===== src/rtl/rv32_pkg.sv =====
// Shared RV32I definitions for the decode stage: opcodes, ALU ops,
// immediate formats and the ID/EX bundle. Macro: ID_ILLEGAL_TRAP_EN.
package rv32_pkg;

    localparam int unsigned XLEN_W = 32;

    localparam logic [6:0] OPC_OP     = 7'b0110011;
    localparam logic [6:0] OPC_OP_IMM = 7'b0010011;
    localparam logic [6:0] OPC_LOAD   = 7'b0000011;
    localparam logic [6:0] OPC_STORE  = 7'b0100011;
    localparam logic [6:0] OPC_BRANCH = 7'b1100011;
    localparam logic [6:0] OPC_JAL    = 7'b1101111;
    localparam logic [6:0] OPC_JALR   = 7'b1100111;
    localparam logic [6:0] OPC_LUI    = 7'b0110111;
    localparam logic [6:0] OPC_AUIPC  = 7'b0010111;

    typedef enum logic [3:0] {
        ALU_ADD    = 4'd0,
        ALU_SUB    = 4'd1,
        ALU_SLL    = 4'd2,
        ALU_SLT    = 4'd3,
        ALU_SLTU   = 4'd4,
        ALU_XOR    = 4'd5,
        ALU_SRL    = 4'd6,
        ALU_SRA    = 4'd7,
        ALU_OR     = 4'd8,
        ALU_AND    = 4'd9,
        ALU_PASS_B = 4'd10
    } alu_op_e;

    typedef enum logic [2:0] {
        IMM_I,
        IMM_S,
        IMM_B,
        IMM_U,
        IMM_J
    } imm_type_e;

    typedef struct packed {
        logic                valid;
        logic [XLEN_W-1:0]   pc;
        logic [31:0]         inst;
        logic [XLEN_W-1:0]   rs1_data;
        logic [XLEN_W-1:0]   rs2_data;
        logic [XLEN_W-1:0]   imm;
        logic [4:0]          rd;
        logic [4:0]          rs1;
        logic [4:0]          rs2;
        alu_op_e             alu_op;
        logic [2:0]          funct3;
        logic                alu_src_imm;
        logic                mem_read;
        logic                mem_write;
        logic                reg_write;
        logic                branch;
        logic                jal;
        logic                jalr;
        logic                lui;
        logic                auipc;
        logic                illegal;
    } id_ex_t;

    function automatic imm_type_e imm_type(input logic [6:0] opc);
        imm_type_e t;
        t = IMM_I;
        unique case (1'b1)
            (opc == OPC_STORE):  t = IMM_S;
            (opc == OPC_BRANCH): t = IMM_B;
            (opc == OPC_LUI),
            (opc == OPC_AUIPC):  t = IMM_U;
            (opc == OPC_JAL):    t = IMM_J;
            default:             t = IMM_I;
        endcase
        return t;
    endfunction

    // alt = inst[30]; SUB only exists for register-register ops.
    function automatic alu_op_e alu_from_f3(input logic [2:0] f3,
                                            input logic       alt,
                                            input logic       is_op);
        alu_op_e op;
        op = ALU_ADD;
        case (f3)
            3'b000:  op = (alt && is_op) ? ALU_SUB : ALU_ADD;
            3'b001:  op = ALU_SLL;
            3'b010:  op = ALU_SLT;
            3'b011:  op = ALU_SLTU;
            3'b100:  op = ALU_XOR;
            3'b101:  op = alt ? ALU_SRA : ALU_SRL;
            3'b110:  op = ALU_OR;
            default: op = ALU_AND;
        endcase
        return op;
    endfunction

endpackage


===== src/rtl/imm_gen.sv =====
// Immediate generator: selects I/S/B/U/J format from the opcode and
// sign-extends from inst[31]. Ports: inst in, imm out (XLEN).
module imm_gen
    import rv32_pkg::*;
#(
    parameter int XLEN = 32
) (
    input  logic [31:0]     inst,
    output logic [XLEN-1:0] imm
);

    logic [31:0] imm32;

    always_comb begin
        imm32 = '0;
        unique case (imm_type(inst[6:0]))
            IMM_S: imm32 = {{20{inst[31]}}, inst[31:25], inst[11:7]};
            IMM_B: imm32 = {{19{inst[31]}}, inst[31], inst[7],
                            inst[30:25], inst[11:8], 1'b0};
            IMM_U: imm32 = {inst[31:12], 12'b0};
            IMM_J: imm32 = {{11{inst[31]}}, inst[31], inst[19:12],
                            inst[20], inst[30:21], 1'b0};
            default: imm32 = {{20{inst[31]}}, inst[31:20]};
        endcase
    end

    assign imm = XLEN'($signed(imm32));

endmodule


===== src/rtl/id_stage.sv =====
// RV32I decode stage: decode, immediate, load-use hazard, ID/EX register.
// Ports: IF handshake, regfile read, EX bundle. Macro: ID_ILLEGAL_TRAP_EN.
module id_stage
    import rv32_pkg::*;
#(
    parameter int          XLEN         = 32,
    parameter logic [31:0] RESET_PC_NOP = 32'h00000013
) (
    input  logic            clk,
    input  logic            rst_n,
    input  logic            if_valid,
    input  logic [31:0]     if_inst,
    input  logic [XLEN-1:0] if_pc,
    output logic            id_ready,
    output logic [4:0]      rs1,
    output logic [4:0]      rs2,
    input  logic [XLEN-1:0] rddata1,
    input  logic [XLEN-1:0] rddata2,
    input  logic            ex_ready,
    input  logic            flush,
    output logic            ex_valid,
    output logic [XLEN-1:0] ex_pc,
    output logic [31:0]     ex_inst,
    output logic [XLEN-1:0] ex_rs1_data,
    output logic [XLEN-1:0] ex_rs2_data,
    output logic [XLEN-1:0] ex_imm,
    output logic [4:0]      ex_rd,
    output logic [4:0]      ex_rs1,
    output logic [4:0]      ex_rs2,
    output logic [3:0]      ex_alu_op,
    output logic [2:0]      ex_funct3,
    output logic            ex_alu_src_imm,
    output logic            ex_mem_read,
    output logic            ex_mem_write,
    output logic            ex_reg_write,
    output logic            ex_branch,
    output logic            ex_jal,
    output logic            ex_jalr,
    output logic            ex_lui,
    output logic            ex_auipc
`ifdef ID_ILLEGAL_TRAP_EN
    ,
    output logic            ex_illegal
`endif
);

    id_ex_t          ex_q, ex_d;
    id_ex_t          dec;
    id_ex_t          bubble;
    logic [XLEN-1:0] imm;
    logic [6:0]      opc;
    logic [4:0]      rd;
    logic            uses_rs1, uses_rs2, wr;
    logic            hazard, advance;

    assign opc = if_inst[6:0];
    assign rd  = if_inst[11:7];
    assign rs1 = if_inst[19:15];
    assign rs2 = if_inst[24:20];

    imm_gen #(.XLEN(XLEN)) u_imm_gen (
        .inst (if_inst),
        .imm  (imm)
    );

    always_comb begin
        bubble      = '0;
        bubble.inst = RESET_PC_NOP;
    end

    always_comb begin
        dec          = '0;
        dec.valid    = 1'b1;
        dec.pc       = if_pc;
        dec.inst     = if_inst;
        dec.rs1_data = rddata1;
        dec.rs2_data = rddata2;
        dec.imm      = imm;
        dec.rd       = rd;
        dec.rs1      = rs1;
        dec.rs2      = rs2;
        dec.funct3   = if_inst[14:12];
        dec.alu_op   = ALU_ADD;
        uses_rs1     = 1'b1;
        uses_rs2     = 1'b0;
        wr           = 1'b0;
        unique case (1'b1)
            (opc == OPC_LUI): begin
                dec.lui         = 1'b1;
                dec.alu_op      = ALU_PASS_B;
                dec.alu_src_imm = 1'b1;
                uses_rs1        = 1'b0;
                wr              = 1'b1;
            end
            (opc == OPC_AUIPC): begin
                dec.auipc       = 1'b1;
                dec.alu_src_imm = 1'b1;
                uses_rs1        = 1'b0;
                wr              = 1'b1;
            end
            (opc == OPC_JAL): begin
                dec.jal  = 1'b1;
                uses_rs1 = 1'b0;
                wr       = 1'b1;
            end
            (opc == OPC_JALR): begin
                dec.jalr        = 1'b1;
                dec.alu_src_imm = 1'b1;
                wr              = 1'b1;
            end
            (opc == OPC_BRANCH): begin
                dec.branch = 1'b1;
                dec.alu_op = ALU_SUB;
                uses_rs2   = 1'b1;
            end
            (opc == OPC_LOAD): begin
                dec.mem_read    = 1'b1;
                dec.alu_src_imm = 1'b1;
                wr              = 1'b1;
            end
            (opc == OPC_STORE): begin
                dec.mem_write   = 1'b1;
                dec.alu_src_imm = 1'b1;
                uses_rs2        = 1'b1;
            end
            (opc == OPC_OP_IMM): begin
                dec.alu_op      = alu_from_f3(if_inst[14:12],
                                              if_inst[30], 1'b0);
                dec.alu_src_imm = 1'b1;
                wr              = 1'b1;
            end
            (opc == OPC_OP): begin
                dec.alu_op = alu_from_f3(if_inst[14:12],
                                         if_inst[30], 1'b1);
                uses_rs2   = 1'b1;
                wr         = 1'b1;
            end
            default: begin
`ifdef ID_ILLEGAL_TRAP_EN
                dec.illegal = 1'b1;
`else
                dec.illegal = 1'b0;
`endif
            end
        endcase
        // x0 is never a real destination.
        dec.reg_write = wr & (rd != 5'd0);
    end

    assign hazard = ex_q.valid & ex_q.mem_read & (ex_q.rd != 5'd0) &
                    ((uses_rs1 & (ex_q.rd == rs1)) |
                     (uses_rs2 & (ex_q.rd == rs2)));

    assign advance  = ~ex_q.valid | ex_ready;
    assign id_ready = advance & ~hazard & ~flush;

    always_comb begin
        ex_d = ex_q;
        if (flush)
            ex_d = bubble;
        else if (!advance)
            ex_d = ex_q;
        else if (hazard || !if_valid)
            ex_d = bubble;
        else
            ex_d = dec;
    end

    always_ff @(posedge clk) begin
        if (!rst_n)
            ex_q <= bubble;
        else
            ex_q <= ex_d;
    end

    assign ex_valid       = ex_q.valid;
    assign ex_pc          = ex_q.pc;
    assign ex_inst        = ex_q.inst;
    assign ex_rs1_data    = ex_q.rs1_data;
    assign ex_rs2_data    = ex_q.rs2_data;
    assign ex_imm         = ex_q.imm;
    assign ex_rd          = ex_q.rd;
    assign ex_rs1         = ex_q.rs1;
    assign ex_rs2         = ex_q.rs2;
    assign ex_alu_op      = ex_q.alu_op;
    assign ex_funct3      = ex_q.funct3;
    assign ex_alu_src_imm = ex_q.alu_src_imm;
    assign ex_mem_read    = ex_q.mem_read;
    assign ex_mem_write   = ex_q.mem_write;
    assign ex_reg_write   = ex_q.reg_write;
    assign ex_branch      = ex_q.branch;
    assign ex_jal         = ex_q.jal;
    assign ex_jalr        = ex_q.jalr;
    assign ex_lui         = ex_q.lui;
    assign ex_auipc       = ex_q.auipc;
`ifdef ID_ILLEGAL_TRAP_EN
    assign ex_illegal     = ex_q.illegal;
`endif

endmodule


===== config.mk =====
export PLATFORM = sky130hd
export DESIGN_NAME = id_stage
export DESIGN_NICKNAME = d
export VERILOG_FILES = /design/src/rtl/rv32_pkg.sv /design/src/rtl/imm_gen.sv /design/src/rtl/id_stage.sv
export SDC_FILE = /design/constraint.sdc
export NUM_CORES = 1
export LEC_CHECK = 0
export ABC_AREA = 1
export CORE_MARGIN = 2
export CORE_UTILIZATION = 47
export DETAILED_ROUTE_END_ITERATION = 7
export GPL_TIMING_DRIVEN = 1
export PLACE_DENSITY = 0.9
export SLEW_MARGIN = 25
export SYNTH_ARGS = -nofsm -noshare
export SYNTH_HDL_FRONTEND = slang
export SYNTH_SLANG_ARGS = --single-unit

===== constraint.sdc =====
create_clock -name clk -period 5.2 [get_ports clk]
set_input_delay 1.04 -clock clk [delete_from_list [all_inputs] [get_ports clk]]
set_output_delay 1.04 -clock clk [all_outputs]
set_load 0.005 [all_outputs]

==> flow_summary.yaml <==
critical_path:
  cp_common_cell: "nand2_1"
  required_ns: 4.16
  endpoint_kind: "primary output"
  worst-path-max-fanout: 5
  r2r_cells: 6
  crit_chain: "clkdlybuf4s50_1, nand2_1, nor2_1, nand2_1, nand2_1, inv_2, nand3_1, nand2_1, nand2_4, nand2_1, nor2_1, clkdlybuf4s50_1"
  worst_path_largest_cell_delay_ns: 0.55
  critPathKind: "in -> out"
  rrSetupSlack_ns: 2.56
  start_kind: "primary input"
  arrival_ns: 3.34
  crit_slowest_cell: "clkdlybuf4s50_1"
clocking:
  clk_pin_slew_ns: 0.06
  cts_buffer_depth: 2
  clock_latency_ns: 0.42
  cts_root_buf: "clkbuf_16"
  post-cts-setup-buffers: 0
  cts.sinks: 173
  cts-buffers-inserted: 17
  cts_hold_buf: 0
  cts-htree-levels: 4
  cts_tree: "yes"
  cts.repair.resized: 0
global_routing:
  grt_max_degree: 174
  grt.total_usage_pct: 29.8
  grt_pass1_wl_mm: 43.3
  gr-total-overflow: 0
  antenna_found_initial: 0
  first_global_vias: 8121
routing:
  finalWirelength_mm: 28.9
  dr.pass1.iters: 8
  wl_per_cell_um: 18.3
  vias_per_cell: 5.71
  first_iter_violations: 836
  via_count: 9008
  detail-route-antenna-nets: 0
  drc: 0
finish:
  fin_cells: 1577
  drive_gt1_share_pct: 4.44
  fill_cells: 1418
  nNetsFinal: 1473
  final_common_cell: "clkdlybuf4s50_1"
  antennaDiodeCount: 0
  layout_common_cells: "334 x clkdlybuf4s50_1, 218 x nand2_1, 173 x dfxtp_1"
  area_growth_pct: 44.3
power:
  fin_total_pwr_mw: 3.10
  powerDensity_nw_per_um2: 264
  p_leak_nw: 4.27
  ir_drop_uv: 225
sta:
  rsz0062_at_grt: "false"
  finalHoldViolations: 0
  max_slew_margin_pct: 33.1
  fin_skew_ns: 0.00850
  worst_pin_slew_ns: 1.00
  setup_violations: 0
  final.period_utilization_pct: 84.2
  fin_setup_tns_ns: 0
  slew_viol_final: 0
  fmax_ghz: 0.228
  period_needed_ns: 4.38
floorplanning:
  pin_count: 336
  std_cell_rows: 48
  die_y_um: 135
  die_area_sq_um: 18300
  initial_utilization_pct: 47.4
  fp.dieW_um: 135
  coreArea_sq_um: 17100
placed_design:
  portBuffers: 335
  dpl.cell_count: 1546
  hpwl_mm: 19.4
  gp_congestion: 0.926
min_path:
  worstHoldPathType: "reg -> reg"
  worstHoldPathCells: 2
synth:
  syn_area_per_cell_sq_um: 7.27
  synth_fp_nets: 1249
  ys_ff_latch: 173
  yosysSeqAreaShare_pct: 42.7
  netlist_instances: 1116
  yosysWarnings: 0
  ys_types: 27
  synth_area_sq_um: 8120
run_status:
  status: "finished clean"
job:
  drv_cap: 0
## power by group
part / switching, mW / internal [mW] / leakage, nW
Clock: 0.535 / 0.759 / 0.286
Sequential: 0.0215 / 1.36 / 1.41
Combinational: 0.204 / 0.216 / 2.57
Total: 0.761 / 2.34 / 4.27
## cell usage after synthesis (all sizes together)
cell	instances	area, sq um
nor3b	1	7.51
dfxtp	173	3460
a21oi	170	851
nand3	93	465
inv	28	105
nor3	4	20.0
clkbuf	71	267
nand3b	2	15.0
nand2	222	841
xnor2	5	43.8
buf	72	531
nor4	1	6.26
nor2	93	367
o21ai	4	20.0
o211ai	1	7.51
nand4	172	1080
a211oi	1	7.51
or2	1	6.26
xor2	2	17.5
## sequential cells by signal, summed over array words and instances (netlist names)
register,cells
ex_jal,1
ex_valid,1
ex_alu_op,4
ex_alu_src_imm,1
ex_inst,32
ex_imm,31
ex_reg_write,1
ex_branch,1
ex_mem_write,1
ex_jalr,1
ex_rs2_data,32
ex_mem_read,1
ex_rs1_data,32
ex_auipc,1
ex_pc,32
ex_lui,1
## worst max-delay path, delay by kind of cell
family / cells / cell delay, ns
simple gates: 9 / 1.14
buf+inv: 3 / 1.12
## worst paths after layout
| path | start | to |
|---|---|---|
| min reg2reg | ex_rs2_data[1] | ex_rs2_data[1] |
| min | ex_rs2_data[1] | ex_rs2_data[1] |
| max | if_inst[0] | id_ready |
| max reg2reg | ex_valid | ex_pc[16] |
## per-layer routing
metal / vias to the layer above / wire length [um] / track usage, %
li1: 4290 / - / -
met1: 4202 / 11800 / 39.0
met2: 450 / 14000 / 49.3
met3: 66 / 2270 / 5.42
met4: 0 / 868 / 10.8
met5: - / 0 / 0
## cell families (layout without fill, tap and decap cells)
family                 Yosys count  in the layout  share of synthesized area [%]
XOR/XNOR                         7              7                          0.755
buffers and inverters          171            407                           11.1
flip-flops                     173            173                           42.7
AO/OA/AOI/OAI                  176            176                           10.9
AND/OR/NAND/NOR                589            589                           34.5
## layout make-up
type / instances / area (sq um) / share of cell area [%]
timing repair buffer: 348 / 3500 / 29.9
tap: 225 / 282 / 2.40
clock buffer: 23 / 488 / 4.16
clock inverter: 8 / 106 / 0.908
sequential: 173 / 3460 / 29.6
inverter: 28 / 108 / 0.918
multi-input combinational: 772 / 3770 / 32.2
## per-stage QoR
step	setup slack, ns	area (sq um)	util [%]	hold slack [ns]
2_1_floorplan	2.04	8120	-	0.462
6_report	0.822	11700	68.5	0.463
4_1_cts	0.851	11700	68.5	0.465
3_5_place_dp	0.885	11100	65.0	0.455
3_3_place_gp	0.949	11100	65.0	0.451
5_1_grt	0.699	11700	68.5	0.475
Power figures use the tool's default switching activity.
